$ cat src/rtl/wts_ram_arb_pkg.sv
// Shared widths, owner tags and constants for the wave-table RAM arbiter.
package wts_ram_arb_pkg;

   localparam int WTS_RAM_AW = 9;
   localparam int WTS_RAM_DW = 8;

   localparam logic [WTS_RAM_DW-1:0] WTS_OOR_DATA = 8'hFF;

   typedef enum logic [1:0] {
      OWN_NONE,
      OWN_CPU,
      OWN_WAV
   } owner_e;

endpackage

$ cat src/rtl/wts_ram_arbiter_if.sv
// Requester and RAM-port signals of the wave-table RAM arbiter.
// The arbiter uses the slave view; the requesters/RAM side uses the master view.
interface wts_ram_arbiter_if;
   import wts_ram_arb_pkg::*;

   logic                  cpu_req;
   logic                  cpu_we;
   logic [WTS_RAM_AW-1:0] cpu_a;
   logic [WTS_RAM_DW-1:0] cpu_d;
   logic                  cpu_ack;
   logic [WTS_RAM_DW-1:0] cpu_q;

   logic                  wav_req;
   logic [WTS_RAM_AW-1:0] wav_a;
   logic                  wav_ack;
   logic [WTS_RAM_DW-1:0] wav_q;

   logic                  sram_we;
   logic [WTS_RAM_AW-1:0] sram_a;
   logic [WTS_RAM_DW-1:0] sram_d;
   logic [WTS_RAM_DW-1:0] sram_q;

   modport slave (
      input  cpu_req, cpu_we, cpu_a, cpu_d, wav_req, wav_a, sram_q,
      output cpu_ack, cpu_q, wav_ack, wav_q, sram_we, sram_a, sram_d
   );

   modport master (
      output cpu_req, cpu_we, cpu_a, cpu_d, wav_req, wav_a, sram_q,
      input  cpu_ack, cpu_q, wav_ack, wav_q, sram_we, sram_a, sram_d
   );

endinterface

$ cat src/rtl/wts_ram_arb_retire.sv
// Owner-tag shift pipe: delays the tag of each issued read by STAGES cycles so
// that it emerges in the cycle the RAM returns that read's data.
module wts_ram_arb_retire
   import wts_ram_arb_pkg::*;
#(
   parameter int STAGES = 2
) (
   input  logic   clk,
   input  logic   reset,
   input  owner_e tag_own,
   input  logic   tag_oor,
   output owner_e cap_own,
   output logic   cap_oor
);

   owner_e own_pipe [STAGES];
   logic   oor_pipe [STAGES];

   always_ff @(posedge clk) begin
      if (reset) begin
         for (int i = 0; i < STAGES; i++) begin
            own_pipe[i] <= OWN_NONE;
            oor_pipe[i] <= 1'b0;
         end
      end else begin
         own_pipe[0] <= tag_own;
         oor_pipe[0] <= tag_oor;
         for (int i = 1; i < STAGES; i++) begin
            own_pipe[i] <= own_pipe[i-1];
            oor_pipe[i] <= oor_pipe[i-1];
         end
      end
   end

   assign cap_own = own_pipe[STAGES-1];
   assign cap_oor = oor_pipe[STAGES-1];

endmodule

$ cat src/rtl/wts_ram_arbiter.sv
// Shares the single-port wave-table RAM between the CPU and the wave fetcher.
// Build option: define WTS_RAM_ARBITER_ROUND_ROBIN_EN for alternating tie-break on contention.
module wts_ram_arbiter
   import wts_ram_arb_pkg::*;
#(
   parameter int RAM_WORDS    = 384,
   parameter int READ_LATENCY = 2
) (
   input  logic             clk,
   input  logic             reset,
   wts_ram_arbiter_if.slave bus
);

   logic                  busy_cpu, busy_wav;
   logic                  cpu_elig, wav_elig, wav_first;
   owner_e                grant;
   logic [WTS_RAM_AW-1:0] grant_a;
   logic                  grant_we, grant_oor;

   logic                  sram_we_p0;
   logic [WTS_RAM_AW-1:0] sram_a_p0;
   logic [WTS_RAM_DW-1:0] sram_d_p0;
   owner_e                iss_own_p0;
   logic                  iss_wr_p0, iss_oor_p0;

   owner_e                tag_own, cap_own;
   logic                  cap_oor;
   logic                  cpu_ack_r, wav_ack_r;
   logic [WTS_RAM_DW-1:0] cpu_q_r, wav_q_r;

`ifdef WTS_RAM_ARBITER_ROUND_ROBIN_EN
   logic rr_wav_next;

   // Pointer only moves on contended grants; it names who wins the next tie.
   always_ff @(posedge clk) begin
      if (reset)
         rr_wav_next <= 1'b1;
      else if (cpu_elig && wav_elig)
         rr_wav_next <= (grant == OWN_CPU);
   end

   assign wav_first = rr_wav_next;
`else
   assign wav_first = 1'b1;
`endif

   assign cpu_elig = bus.cpu_req && !busy_cpu;
   assign wav_elig = bus.wav_req && !busy_wav;

   always_comb begin
      grant = OWN_NONE;
      if (wav_elig && (!cpu_elig || wav_first))
         grant = OWN_WAV;
      else if (cpu_elig)
         grant = OWN_CPU;
   end

   assign grant_a   = (grant == OWN_WAV) ? bus.wav_a : bus.cpu_a;
   assign grant_we  = (grant == OWN_CPU) && bus.cpu_we;
   assign grant_oor = int'(grant_a) >= RAM_WORDS;

   // Issue stage: RAM port plus the owner of the access presented this cycle.
   always_ff @(posedge clk) begin
      if (reset) begin
         sram_we_p0 <= 1'b0;
         sram_a_p0  <= '0;
         sram_d_p0  <= '0;
         iss_own_p0 <= OWN_NONE;
         iss_wr_p0  <= 1'b0;
         iss_oor_p0 <= 1'b0;
      end else begin
         sram_we_p0 <= grant_we && !grant_oor;
         sram_a_p0  <= (grant != OWN_NONE) ? grant_a : '0;
         sram_d_p0  <= (grant_we && !grant_oor) ? bus.cpu_d : '0;
         iss_own_p0 <= grant;
         iss_wr_p0  <= grant_we;
         iss_oor_p0 <= grant_oor;
      end
   end

   // Busy stays set through the ack cycle so a req still high there is ignored.
   always_ff @(posedge clk) begin
      if (reset) begin
         busy_cpu <= 1'b0;
         busy_wav <= 1'b0;
      end else begin
         if (grant == OWN_CPU)
            busy_cpu <= 1'b1;
         else if (cpu_ack_r)
            busy_cpu <= 1'b0;
         if (grant == OWN_WAV)
            busy_wav <= 1'b1;
         else if (wav_ack_r)
            busy_wav <= 1'b0;
      end
   end

   assign tag_own = iss_wr_p0 ? OWN_NONE : iss_own_p0;

   wts_ram_arb_retire #(
      .STAGES (READ_LATENCY)
   ) u_retire (
      .clk     (clk),
      .reset   (reset),
      .tag_own (tag_own),
      .tag_oor (iss_oor_p0),
      .cap_own (cap_own),
      .cap_oor (cap_oor)
   );

   // Return stage: capture sram_q for the retiring read and pulse the owner's ack.
   always_ff @(posedge clk) begin
      if (reset) begin
         cpu_ack_r <= 1'b0;
         wav_ack_r <= 1'b0;
         cpu_q_r   <= '0;
         wav_q_r   <= '0;
      end else begin
         cpu_ack_r <= ((iss_own_p0 == OWN_CPU) && iss_wr_p0) || (cap_own == OWN_CPU);
         wav_ack_r <= (cap_own == OWN_WAV);
         if (cap_own == OWN_CPU)
            cpu_q_r <= cap_oor ? WTS_OOR_DATA : bus.sram_q;
         if (cap_own == OWN_WAV)
            wav_q_r <= cap_oor ? WTS_OOR_DATA : bus.sram_q;
      end
   end

   assign bus.sram_we = sram_we_p0;
   assign bus.sram_a  = sram_a_p0;
   assign bus.sram_d  = sram_d_p0;
   assign bus.cpu_ack = cpu_ack_r;
   assign bus.cpu_q   = cpu_q_r;
   assign bus.wav_ack = wav_ack_r;
   assign bus.wav_q   = wav_q_r;

endmodule

$ cat src/flat_wrapper.sv
// flat-port wrapper written by rule: the top's interface ports become plain ports
module wts_ram_arbiter_flat import wts_ram_arb_pkg::*;
#(
   parameter int RAM_WORDS    = 384,
   parameter int READ_LATENCY = 2
)
  (clk, reset, bus_cpu_req, bus_cpu_we, bus_cpu_a, bus_cpu_d, bus_wav_req, bus_wav_a, bus_sram_q, bus_cpu_ack, bus_cpu_q, bus_wav_ack, bus_wav_q, bus_sram_we, bus_sram_a, bus_sram_d);
  wts_ram_arbiter_if bus_i ();
  input  logic clk;
  input  logic reset;
  input wire logic [$bits(bus_i.cpu_req)-1:0] bus_cpu_req;
  input wire logic [$bits(bus_i.cpu_we)-1:0] bus_cpu_we;
  input wire logic [$bits(bus_i.cpu_a)-1:0] bus_cpu_a;
  input wire logic [$bits(bus_i.cpu_d)-1:0] bus_cpu_d;
  input wire logic [$bits(bus_i.wav_req)-1:0] bus_wav_req;
  input wire logic [$bits(bus_i.wav_a)-1:0] bus_wav_a;
  input wire logic [$bits(bus_i.sram_q)-1:0] bus_sram_q;
  output wire logic [$bits(bus_i.cpu_ack)-1:0] bus_cpu_ack;
  output wire logic [$bits(bus_i.cpu_q)-1:0] bus_cpu_q;
  output wire logic [$bits(bus_i.wav_ack)-1:0] bus_wav_ack;
  output wire logic [$bits(bus_i.wav_q)-1:0] bus_wav_q;
  output wire logic [$bits(bus_i.sram_we)-1:0] bus_sram_we;
  output wire logic [$bits(bus_i.sram_a)-1:0] bus_sram_a;
  output wire logic [$bits(bus_i.sram_d)-1:0] bus_sram_d;
  assign bus_i.cpu_req = bus_cpu_req;
  assign bus_i.cpu_we = bus_cpu_we;
  assign bus_i.cpu_a = bus_cpu_a;
  assign bus_i.cpu_d = bus_cpu_d;
  assign bus_i.wav_req = bus_wav_req;
  assign bus_i.wav_a = bus_wav_a;
  assign bus_i.sram_q = bus_sram_q;
  assign bus_cpu_ack = bus_i.cpu_ack;
  assign bus_cpu_q = bus_i.cpu_q;
  assign bus_wav_ack = bus_i.wav_ack;
  assign bus_wav_q = bus_i.wav_q;
  assign bus_sram_we = bus_i.sram_we;
  assign bus_sram_a = bus_i.sram_a;
  assign bus_sram_d = bus_i.sram_d;
  wts_ram_arbiter #(.RAM_WORDS(RAM_WORDS), .READ_LATENCY(READ_LATENCY)) u_core (.clk(clk), .reset(reset), .bus(bus_i));
endmodule
$ cat config.mk
export PLATFORM = sky130hd
export DESIGN_NAME = wts_ram_arbiter_flat
export DESIGN_NICKNAME = d
export VERILOG_FILES = /design/src/rtl/wts_ram_arb_pkg.sv /design/src/rtl/wts_ram_arbiter_if.sv /design/src/rtl/wts_ram_arb_retire.sv /design/src/rtl/wts_ram_arbiter.sv /design/src/flat_wrapper.sv
export SDC_FILE = /design/constraint.sdc
export NUM_CORES = 1
export LEC_CHECK = 0
export ABC_AREA = 0
export CAP_MARGIN = 10
export CORE_ASPECT_RATIO = 0.7
export CORE_MARGIN = 8
export CORE_UTILIZATION = 42
export CTS_BUF_LIST = sky130_fd_sc_hd__clkbuf_8
export DETAILED_ROUTE_END_ITERATION = 12
export GPL_TIMING_DRIVEN = 0
export PLACE_DENSITY_LB_ADDON = 0.2
export SETUP_SLACK_MARGIN = 0.05
export SLEW_MARGIN = 10
export SYNTH_ARGS = -nofsm -noshare
export SYNTH_HDL_FRONTEND = slang
export SYNTH_SLANG_ARGS = --single-unit
$ cat constraint.sdc
create_clock -name clk -period 1.1 [get_ports clk]
set_input_delay 0.11 -clock clk [delete_from_list [all_inputs] [get_ports clk]]
set_output_delay 0.11 -clock clk [all_outputs]
set_load 0.05 [all_outputs]
==> results of run 1 <==
## flip-flops by register name (all words and copies together), names as in the netlist
name,cells
u_core.bus.cpu_ack,1
u_core.bus.cpu_q,8
u_core.bus.sram_a,9
u_core.bus.sram_d,8
u_core.bus.sram_we,1
u_core.bus.wav_ack,1
u_core.bus.wav_q,8
u_core.busy_cpu,1
u_core.busy_wav,1
u_core.iss_oor_p0,1
u_core.iss_own_p0,2
u_core.iss_wr_p0,1
u_core.u_retire.oor_pipe,2
u_core.u_retire.own_pipe,4
## logic make-up after synthesis
kind of cell,count (synthesis),synth area share
buffers and inverters,12,0.0513
AO/OA/AOI/OAI,30,0.126
AND/OR/NAND/NOR,74,0.226
flip-flops,48,0.597
## through the flow
stage,std cells,hold WS [ns]
after global placement,288,0.419
after CTS,295,0.355
after global routing,299,0.348
after floorplan,164,0.232
after detailed placement,288,0.434
final,299,0.360
## worst reg2reg max path, stage by stage (launching register included)
cell and delay, ns:
dfxtp_2 0.32, and2b_1 0.20, buf_6 0.14, clkbuf_16 0.16
a211oi_2 0.18
## report_power, final
group | internal, mW | total [mW] | leakage (nW) | switching (mW)
Combinational | 0.259 | 0.606 | 0.640 | 0.347
Clock | 0.653 | 1.20 | 0.0501 | 0.549
Sequential | 1.80 | 1.83 | 0.392 | 0.0295
Total | 2.72 | 3.64 | 1.08 | 0.926
## cells in the final DEF, fill, tap and decap left out, types with 2 or more instances in the layout
master and count:
dfxtp_1 44, dfxtp_2 4, nor2b_1 5, buf_8 2, clkbuf_8 5, nand2_1 20
nand3_1 2, and2_1 8, nand2b_1 2, clkbuf_4 14, buf_6 4, nor2_1 26
buf_4 3, clkbuf_16 2, clkdlybuf4s50_1 37, buf_2 26, a211oi_1 5, a21oi_1 11
a211oi_2 11
## layout make-up
| type | instances | share of cell area |
|---|---|---|
| buffer | 10 | 0.0377 |
| clock buffer | 5 | 0.0269 |
| clock inverter | 1 | 0.0117 |
| inverter | 1 | 0.00147 |
| multi-input combinational | 104 | 0.258 |
| sequential | 48 | 0.378 |
| tap | 50 | 0.0245 |
| timing repair buffer | 80 | 0.262 |
## worst max path at each step
| stage | cells after the start | startpoint | slack (ns) | endpoint |
|---|---|---|---|---|
| 6_report | 4 | u_core.u_retire.own_pipe[0][2] | 0.02 | u_core.bus.wav_q[1] |
| 5_1_grt | 4 | u_core.u_retire.own_pipe[0][2] | -0.04 | u_core.bus.wav_q[1] |
| 4_1_cts | 4 | u_core.busy_cpu | 0.02 | u_core.bus.sram_d[1] |
| 3_5_place_dp | 5 | reset | -0.29 | u_core.bus.sram_d[1] |
| 3_3_place_gp | 4 | reset | -0.24 | u_core.bus.cpu_q[7] |
| 2_1_floorplan | 4 | u_core.busy_wav | 0.09 | u_core.bus.sram_d[0] |
## timing repair
action                     in CTS  in global routing
resized for setup             190                 34
setup buffers                   2                  0
cloned                          0                  4
setup endpoints to repair      70                 48
pin swaps                       2                  2
## metal layers
metal,GRT usage,routed length [um]
met3,0.0520,315
met5,0,0
met1,0.173,2080
met4,0.0495,40
met2,0.249,2140
==> results by group, run 1 <==
Status
  – Run status: finished clean

Worst hold path
  – HP Start: bus_wav_a[1]
  – Min-delay worst type: in -> reg
  – Hold Path Stages: 3
  – Hold EP: u_core.bus.sram_a[1]

Synthesis
  – Cell variety after synth: 26
  – Avg Inst Size Synth: 9.82 sq um
  – Yosys reg bits: 48
  – Post-Syn Area: between 1500 and 2000 sq um
  – Top cell type's share of synthesized area: 0.597
  – Synth warn: 0
  – Synth top cells by count: dfxtp_1 (48), nor2_1 (27), nand2_1 (20)
  – Post-synthesis sequential area ratio: 0.597
  – Largest cells by area after synthesis: dfxtp_1 (60%), a211oi_1 (7.0%), nor2_1 (6.3%)
  – Mapped Nets: ~200
  – Number of synthesized flops with an enable pin: 0
  – Primary FF master, synth: dfxtp_1
  – Yosys top cell by area: dfxtp_1
  – Most frequent cell after synthesis: dfxtp_1
  – Async S/R FF share, synth: 0
  – Syn Inst Count: approximately 160

Finish
  – Fin nets: 289
  – Number of diodes: 0
  – Sequential cell area: 966 sq um
  – Final instance area: 2560 sq um
  – Final core utilization: 0.710
  – Layout area overhead: 58.8%
  – Layout cell share with drive strength beyond 1: 0.325
  – Fillcell total: 273
  – Area of the multi-input gates: between 600 and 700 sq um

Critical path
  – Critical path required time: approximately 1.3 ns
  – CP Buf/Inv Count: 2
  – CP Class: reg -> reg
  – Critical Path AT: around 1.3 ns
  – R2R depth: 4
  – Delay-heaviest family, CP: flip-flops
  – Reg2reg end: u_core.bus.wav_q[1]
  – CP Capture Type: flop
  – Crit-path max FO: 5
  – FF-to-FF setup slack: ~0.019 ns
  – Max stage delay on crit path: 0.32 ns
  – Startpoint types: flop
  – Worst r2r src: u_core.u_retire.own_pipe[0][2]
  – Slowest cell on crit path: dfxtp_2
  – Critical Path, Cell by Cell: and2b_1, buf_6, clkbuf_16, a211oi_2

Routing
  – DR vias/cell: between 4 and 5
  – Final WL: approximately 4600 um
  – Antenna-violating nets left: 0
  – Starting DRT DRC Count: 74
  – Pre-antenna DRT Iters: 4
  – Avg WL per Cell: 15.3 um
  – Final routed DRC violation total: 0
  – Total number of vias: roughly 1500

Placed design
  – Cell Area, Placed: approximately 2400 sq um
  – Post-DP HPWL: about 3200 um
  – RePlAce Congestion: roughly 0.76
  – Port-buffer cells: 74
  – Worst slack at placement: -0.285 ns

Timing
  – Period utilisation layout: 0.983
  – Final Hold Fails: 0
  – Worst-margin pin slew: 0.660 ns
  – Final TNS setup: 0 ns
  – Endpoints failing setup: 0
  – Fmax: approximately 0.92 GHz
  – Final setup margin: roughly 0.019 ns
  – RSZ-0062 raised after global routing: true
  – Clk_skew: 0.00608 ns
  – Slew Limit Fails: 0
  – Post-route minimum period: roughly 1.1 ns
  – Worst rel slew slack: 0.560

Power and ir drop
  – Overall Power: approximately 3.6 mW
  – Pwr Density: around 1400 nW/um^2
  – Leakage Power: between 1 and 1.5 nW
  – Worst vdd ir: about 900 uV

Job
  – Max-cap violations: 0

Die
  – Die H: 67.8 um
  – Starting Density: 0.447
  – CORE AREA: around 3600 sq um
  – Number of top-level pins: 75
  – Row count: 18
  – Die Wd: ~90 um
  – Die ar.: between 6000 and 7000 sq um

Global route
  – GRT Util Overall: 0.147
  – Largest net degree at the start of global routing: 14
  – Antenna violations before repair: 0
  – Gr ovfl total: 0
  – First-pass GRT wire length: a little over 7000 um
  – Vias in the first global route: approximately 1500

CTS
  – CTS tree: built
  – Clock Path Buffers: 2
  – CTS Buf Count: 5
  – Root Buffer: clkbuf_8
  – Clock Latency Late Sink: around 0.30 ns
  – # hold bufs at CTS: 0
  – Number of H-tree levels: 2
  – CTS Sinks: 48
  – Worst-path clk slew: 0.08 ns
No activity file was read; power rests on OpenSTA's default activity.
==> run 2, diff against run 1 <==
Settings changed: MAX_ROUTING_LAYER set to met4, TNS_END_PERCENT set to 1.
==> results by group, run 2 (synthesis gave the netlist of run 1 again) <==
Status
  – Run status: finished clean

Timing
  – Worst-margin pin slew: 0.611 ns (-0.0486 ns)
  – Slew Limit Fails: 0 (unchanged)
  – Post-route minimum period: 1.07 ns (-0.00731 ns)
  – Clk_skew: 0.00357 ns (-0.00251 ns)
  – Fmax: 0.931 GHz (+0.68%)
  – Endpoints failing setup: 0 (unchanged)
  – Hold_ws: 0.360 ns (+0.000707 ns)
  – Worst rel slew slack: 0.593 (+0.0324)
  – RSZ-0062 raised after global routing: true
  – Final Hold Fails: 0 (unchanged)
  – Period utilisation layout: 0.976 (-0.00665)

CTS
  – CTS Sinks: 48 (unchanged)
  – CTS tree: built
  – Worst-path clk slew: 0.08 ns (about the same)
  – Clock Latency Late Sink: 0.30 ns (about the same)
  – Postcts setup bufs: 0 (-2)
  – CTS Buf Count: 5 (unchanged)
  – Number of H-tree levels: 2 (unchanged)
  – Root Buffer: clkbuf_8
  – Clock Path Buffers: 2 (unchanged)

Die
  – Die H: 67.8 um (unchanged)
  – Die Wd: 90.0 um (unchanged)
  – Number of top-level pins: 75 (unchanged)
  – Starting Density: 0.447 (unchanged)
  – CORE AREA: 3600 sq um (unchanged)
  – Row count: 18 (unchanged)
  – Die ar.: 6100 sq um (unchanged)

Critical path
  – R2R depth: 4 (unchanged)
  – Critical path required time: 1.35 ns (+0.03 ns)
  – Max stage delay on crit path: 0.34 ns (+0.02 ns)
  – Critical Path, Cell by Cell: nor3b_2, and4_1, buf_6, and2_4
  – Reg2reg end: u_core.bus.sram_d[5]
  – Delay-heaviest family, CP: simple AND/OR/NAND/NOR gates
  – Worst r2r src: u_core.busy_cpu
  – Crit-path max FO: 9 (+4)
  – CP Buf/Inv Count: 1 (-1)
  – Startpoint types: flop
  – Slowest cell on crit path: dfxtp_2
  – CP Class: reg -> reg
  – Critical Path AT: 1.32 ns (+0.02 ns)
  – FF-to-FF setup slack: 0.03 ns (about the same)
  – CP Capture Type: flop

Global route
  – Gr ovfl total: 0 (unchanged)
  – GRT Util Overall: 0.149 (+0.00233)
  – First-pass GRT wire length: 7160 um (-1.5%)
  – Largest net degree at the start of global routing: 14 (unchanged)
  – Antenna violations before repair: 0 (unchanged)
  – Vias in the first global route: 1466 (-0.88%)

Finish
  – Final instance area: 2460 sq um (-3.9%)
  – Commonest non-fill, non-tap cell in the layout: dfxtp_1
  – Fillcell total: 295 (+8.1%)
  – Commonest non-fill, non-tap cells in the layout: dfxtp_1 (44), clkdlybuf4s50_1 (37), buf_2 (27)
  – Layout cell share with drive strength beyond 1: 0.305 (-0.0208)
  – Fin nets: 283 (-2.1%)
  – Number of diodes: 0 (unchanged)
  – Max reg flops: 9 (unchanged)
  – Layout area overhead: 52.7%

Placed design
  – Cell Area, Placed: 2410 sq um (unchanged)
  – Post-DP HPWL: 3200 um (unchanged)
  – RePlAce Congestion: 0.773 (+1.3%)
  – Port-buffer cells: 74 (unchanged)

Worst hold path
  – Hold Path Stages: 3 (unchanged)
  – Min-delay worst type: in -> reg
  – HP Start: bus_wav_a[1]
  – Hold EP: u_core.bus.sram_a[1]

Power and ir drop
  – Worst vdd ir: 875 uV (-2.4%)
  – Leakage Power: 1.04 nW (-3.6%)
  – Pwr Density: 1470 nW/um^2 (+3.3%)
  – Overall Power: 3.62 mW (-0.74%)

Routing
  – Starting DRT DRC Count: 40 (-46%)
  – Final routed DRC violation total: 0 (unchanged)
  – Antenna-violating nets left: 0 (unchanged)
  – Final WL: 4380 um (-4.2%)
  – Pre-antenna DRT Iters: 4 (unchanged)
  – DR vias/cell: 4.83 (-0.83%)
  – Avg WL per Cell: 14.9 um (-2.2%)
  – Total number of vias: 1415 (-2.8%)

Job
  – Max-cap violations: 0 (unchanged)
[run 2: layer usage]
metal	GRT usage	share of wire	up-vias	routed length, um
met2	0.252	0.47	56	2060
li1	-	-	697	-
met3	0.0388	0.058	9	252
met5	-	0	-	0
met1	0.170	0.46	653	2010
met4	0.0557	0.013	0	59
[run 2: timing repair]
item                       CTS  global route
setup endpoints to repair   70            43
pin swaps                   12             2
resized for setup          193            27
hold buffers                 0             0
[run 2: cell type report]
type	count	area [sq um]	share of cell area
sequential	48	966	0.393
multi-input combinational	104	639	0.260
timing repair buffer	74	587	0.239
buffer	10	101	0.0412
clock buffer	5	68.8	0.0280
tap	50	62.6	0.0254
clock inverter	1	30.0	0.0122
inverter	1	3.75	0.00153
[run 2: how the worst max path moves through the flow]
stage                                         from                    to  slack (ns)  cells after the start
floorplan                          u_core.busy_wav  u_core.bus.sram_d[0]        0.09                      4
detailed placement                           reset  u_core.bus.sram_d[1]       -0.29                      5
global route                       u_core.busy_cpu  u_core.bus.sram_d[0]       -0.04                      4
CTS                 u_core.u_retire.own_pipe[0][2]   u_core.bus.wav_q[1]        0.02                      4
global placement                             reset   u_core.bus.cpu_q[7]       -0.24                      4
finish                             u_core.busy_cpu  u_core.bus.sram_d[5]        0.03                      4
[run 2: power breakdown]
group | leakage, nW | total (mW) | switching [mW] | internal (mW)
Combinational | 0.600 | 0.582 | 0.339 | 0.243
Sequential | 0.392 | 1.83 | 0.0283 | 1.80
Clock | 0.0501 | 1.20 | 0.548 | 0.653
[run 2: worst min-delay path, cell delays in order]
cell,delay [ns]
clkdlybuf4s50_1,0.40
nand2_1,0.06
a21oi_1,0.05
[run 2: stage by stage]
step,std cells,setup WS [ns],TNS (ns),util
final,293,0.0260,0,0.682
after CTS,293,0.0179,0,0.657
after detailed placement,288,-0.285,-12.52,0.670
after global placement,288,-0.240,-11.96,0.670
after global routing,293,-0.0398,-0.197,0.682
after floorplan,164,0.0912,0,-
==> run 3, diff against run 2 <==
Settings changed: CORE_UTILIZATION 42 to 45.
Clock period 1.1 ns to 1.3 ns, I/O delays scaled along.
==> results by group, run 3 (synthesis gave the netlist of run 1 again) <==
Status
  – Run status: finished clean

Die
  – Die Wd: 87.5 um (-2.8%)
  – Starting Density: 0.464 (+0.0174)
  – Number of top-level pins: 75 (unchanged)
  – CORE AREA: 3470 sq um (-3.8%)
  – Row count: 18 (unchanged)
  – Die H: 66.1 um (-2.6%)
  – Die ar.: 5780 sq um (-5.3%)

Timing
  – Final Hold Fails: 0 (unchanged)
  – Clk_skew: 0.00546 ns (+0.00189 ns)
  – Slew Limit Fails: 0 (unchanged)
  – Hold_ws: 0.381 ns (+0.0201 ns)
  – Post-route minimum period: about 1.3 ns
  – Period utilisation layout: 0.962
  – Worst-margin pin slew: 0.487 ns (-0.123 ns)
  – RSZ-0062 raised after global routing: true
  – Fmax: between 0.7 and 0.8 GHz
  – Endpoints failing setup: 0 (unchanged)
  – Worst rel slew slack: 0.676 (+0.0836)

Finish
  – Layout area overhead: 46.1%
  – Final core utilization: 0.678 (-0.00408)
  – Fin nets: 284 (+0.35%)
  – Number of diodes: 0 (unchanged)
  – Max reg flops: 9 (unchanged)
  – Commonest non-fill, non-tap cells in the layout: dfxtp_1 (48), clkdlybuf4s50_1 (38), clkbuf_2 (34)
  – Area of the multi-input gates: 567 sq um (-11%)
  – Sequential cell area: 961 sq um (-0.52%)
  – Commonest non-fill, non-tap cell in the layout: dfxtp_1
  – Layout cell share with drive strength beyond 1: 0.228 (-0.0769)
  – Fillcell total: 310 (+5.1%)

CTS
  – Clock Path Buffers: 2 (unchanged)
  – CTS Sinks: 48 (unchanged)
  – Number of H-tree levels: 2 (unchanged)
  – CTS tree: built
  – Worst-path clk slew: 0.08 ns (about the same)
  – Root Buffer: clkbuf_8
  – Clock Latency Late Sink: 0.29 ns (about the same)
  – Postcts setup bufs: 0 (unchanged)
  – CTS Buf Count: 5 (unchanged)

Routing
  – Total number of vias: 1360 (-3.9%)
  – Final WL: 4030 um (-7.9%)
  – Final routed DRC violation total: 0 (unchanged)
  – DR vias/cell: 4.59 (-4.9%)
  – Starting DRT DRC Count: 62 (+55%)
  – Pre-antenna DRT Iters: 4 (unchanged)
  – Avg WL per Cell: 13.6 um (-8.9%)
  – Antenna-violating nets left: 0 (unchanged)

Global route
  – Vias in the first global route: 1373 (-6.3%)
  – First-pass GRT wire length: 6470 um (-9.7%)
  – Antenna violations before repair: 0 (unchanged)
  – Gr ovfl total: 0 (unchanged)
  – Largest net degree at the start of global routing: 15 (+1)
  – GRT Util Overall: 0.150 (+0.000988)

Critical path
  – Worst r2r src: u_core.busy_wav
  – Slowest cell on crit path: clkdlybuf4s15_1
  – Startpoint types: flop
  – Critical Path AT: 1.12 ns (-0.20 ns)
  – Delay-heaviest family, CP: buffers and inverters
  – CP Buf/Inv Count: 1 (unchanged)
  – Critical path required time: 1.17 ns (-0.18 ns)
  – CP Class: reg -> out
  – CP Capture Type: output port
  – CP startpoint: u_core.bus.cpu_q[5]
  – Max stage delay on crit path: 0.50 ns (+0.16 ns)
  – Crit-path max FO: 2 (-7)
  – Critical Path, Cell by Cell: clkdlybuf4s15_1

Power and ir drop
  – Overall Power: 3.03 mW (-16%)
  – Worst vdd ir: 771 uV (-12%)
  – Pwr Density: 1290 nW/um^2 (-12%)
  – Leakage Power: 1.00 nW (-3.6%)

Placed design
  – RePlAce Congestion: 0.779 (+0.75%)
  – Post-DP HPWL: 3070 um (-4.1%)
  – Port-buffer cells: 74 (unchanged)

Job
  – Max-cap violations: 0 (unchanged)

Worst hold path
  – HP Start: bus_cpu_a[2]
  – Min-delay worst type: in -> reg
[run 3: final timing paths]
path | endpoint | slack (ns) | cells after the start
worst min register to register | u_core.u_retire.own_pipe[0][3] | 0.44 | 1
worst min-delay path | u_core.bus.sram_a[2] | 0.38 | 3
worst max register to register | u_core.bus.sram_a[4] | 0.17 | 3
worst max-delay path | bus_cpu_q[5] | 0.05 | 1
[run 3: routing by layer]
| layer | vias up | routed length (um) | global-route usage |
|---|---|---|---|
| li1 | 700 | - | - |
| met1 | 621 | 1810 | 0.174 |
| met2 | 35 | 1980 | 0.234 |
| met3 | 4 | 191 | 0.0533 |
| met4 | 0 | 53 | 0.0597 |
| met5 | - | 0 | - |
[run 3: area by class of cell]
cell class	instances	area share
clock inverters	3	0.0165
flip-flops and latches	48	0.409
plain buffers	11	0.0335
well taps	50	0.0266
clock buffers	5	0.0293
multi-input cells	104	0.241
inverters	1	0.00160
repair buffers	74	0.243
[run 3: worst register-to-register path, stage by stage, from the launching register on]
cell and delay [ns]:
dfxtp_1 0.37, and2b_1 0.21, o21bai_2 0.34, a21oi_1 0.08
[run 3: power breakdown]
part	switching, mW	leakage, nW	internal [mW]
logic	0.272	0.555	0.189
clock network	0.456	0.0593	0.563
registers	0.0216	0.391	1.53
[run 3: stage by stage]
step	instance area (sq um)	instances	TNS, ns	setup slack [ns]
floorplan	1610	164	0	0.291
global placement	2410	288	-1.15	-0.0602
detailed placement	2410	288	-1.40	-0.0681
CTS	2490	296	0	0.00223
global route	2350	296	0	0.00288
finish	2350	296	0	0.0493
[run 3: what timing repair did]
action,in CTS,in global routing
gates resized for setup,50,57
pin swaps,0,0
hold buffers,0,0
setup endpoints to repair,36,35
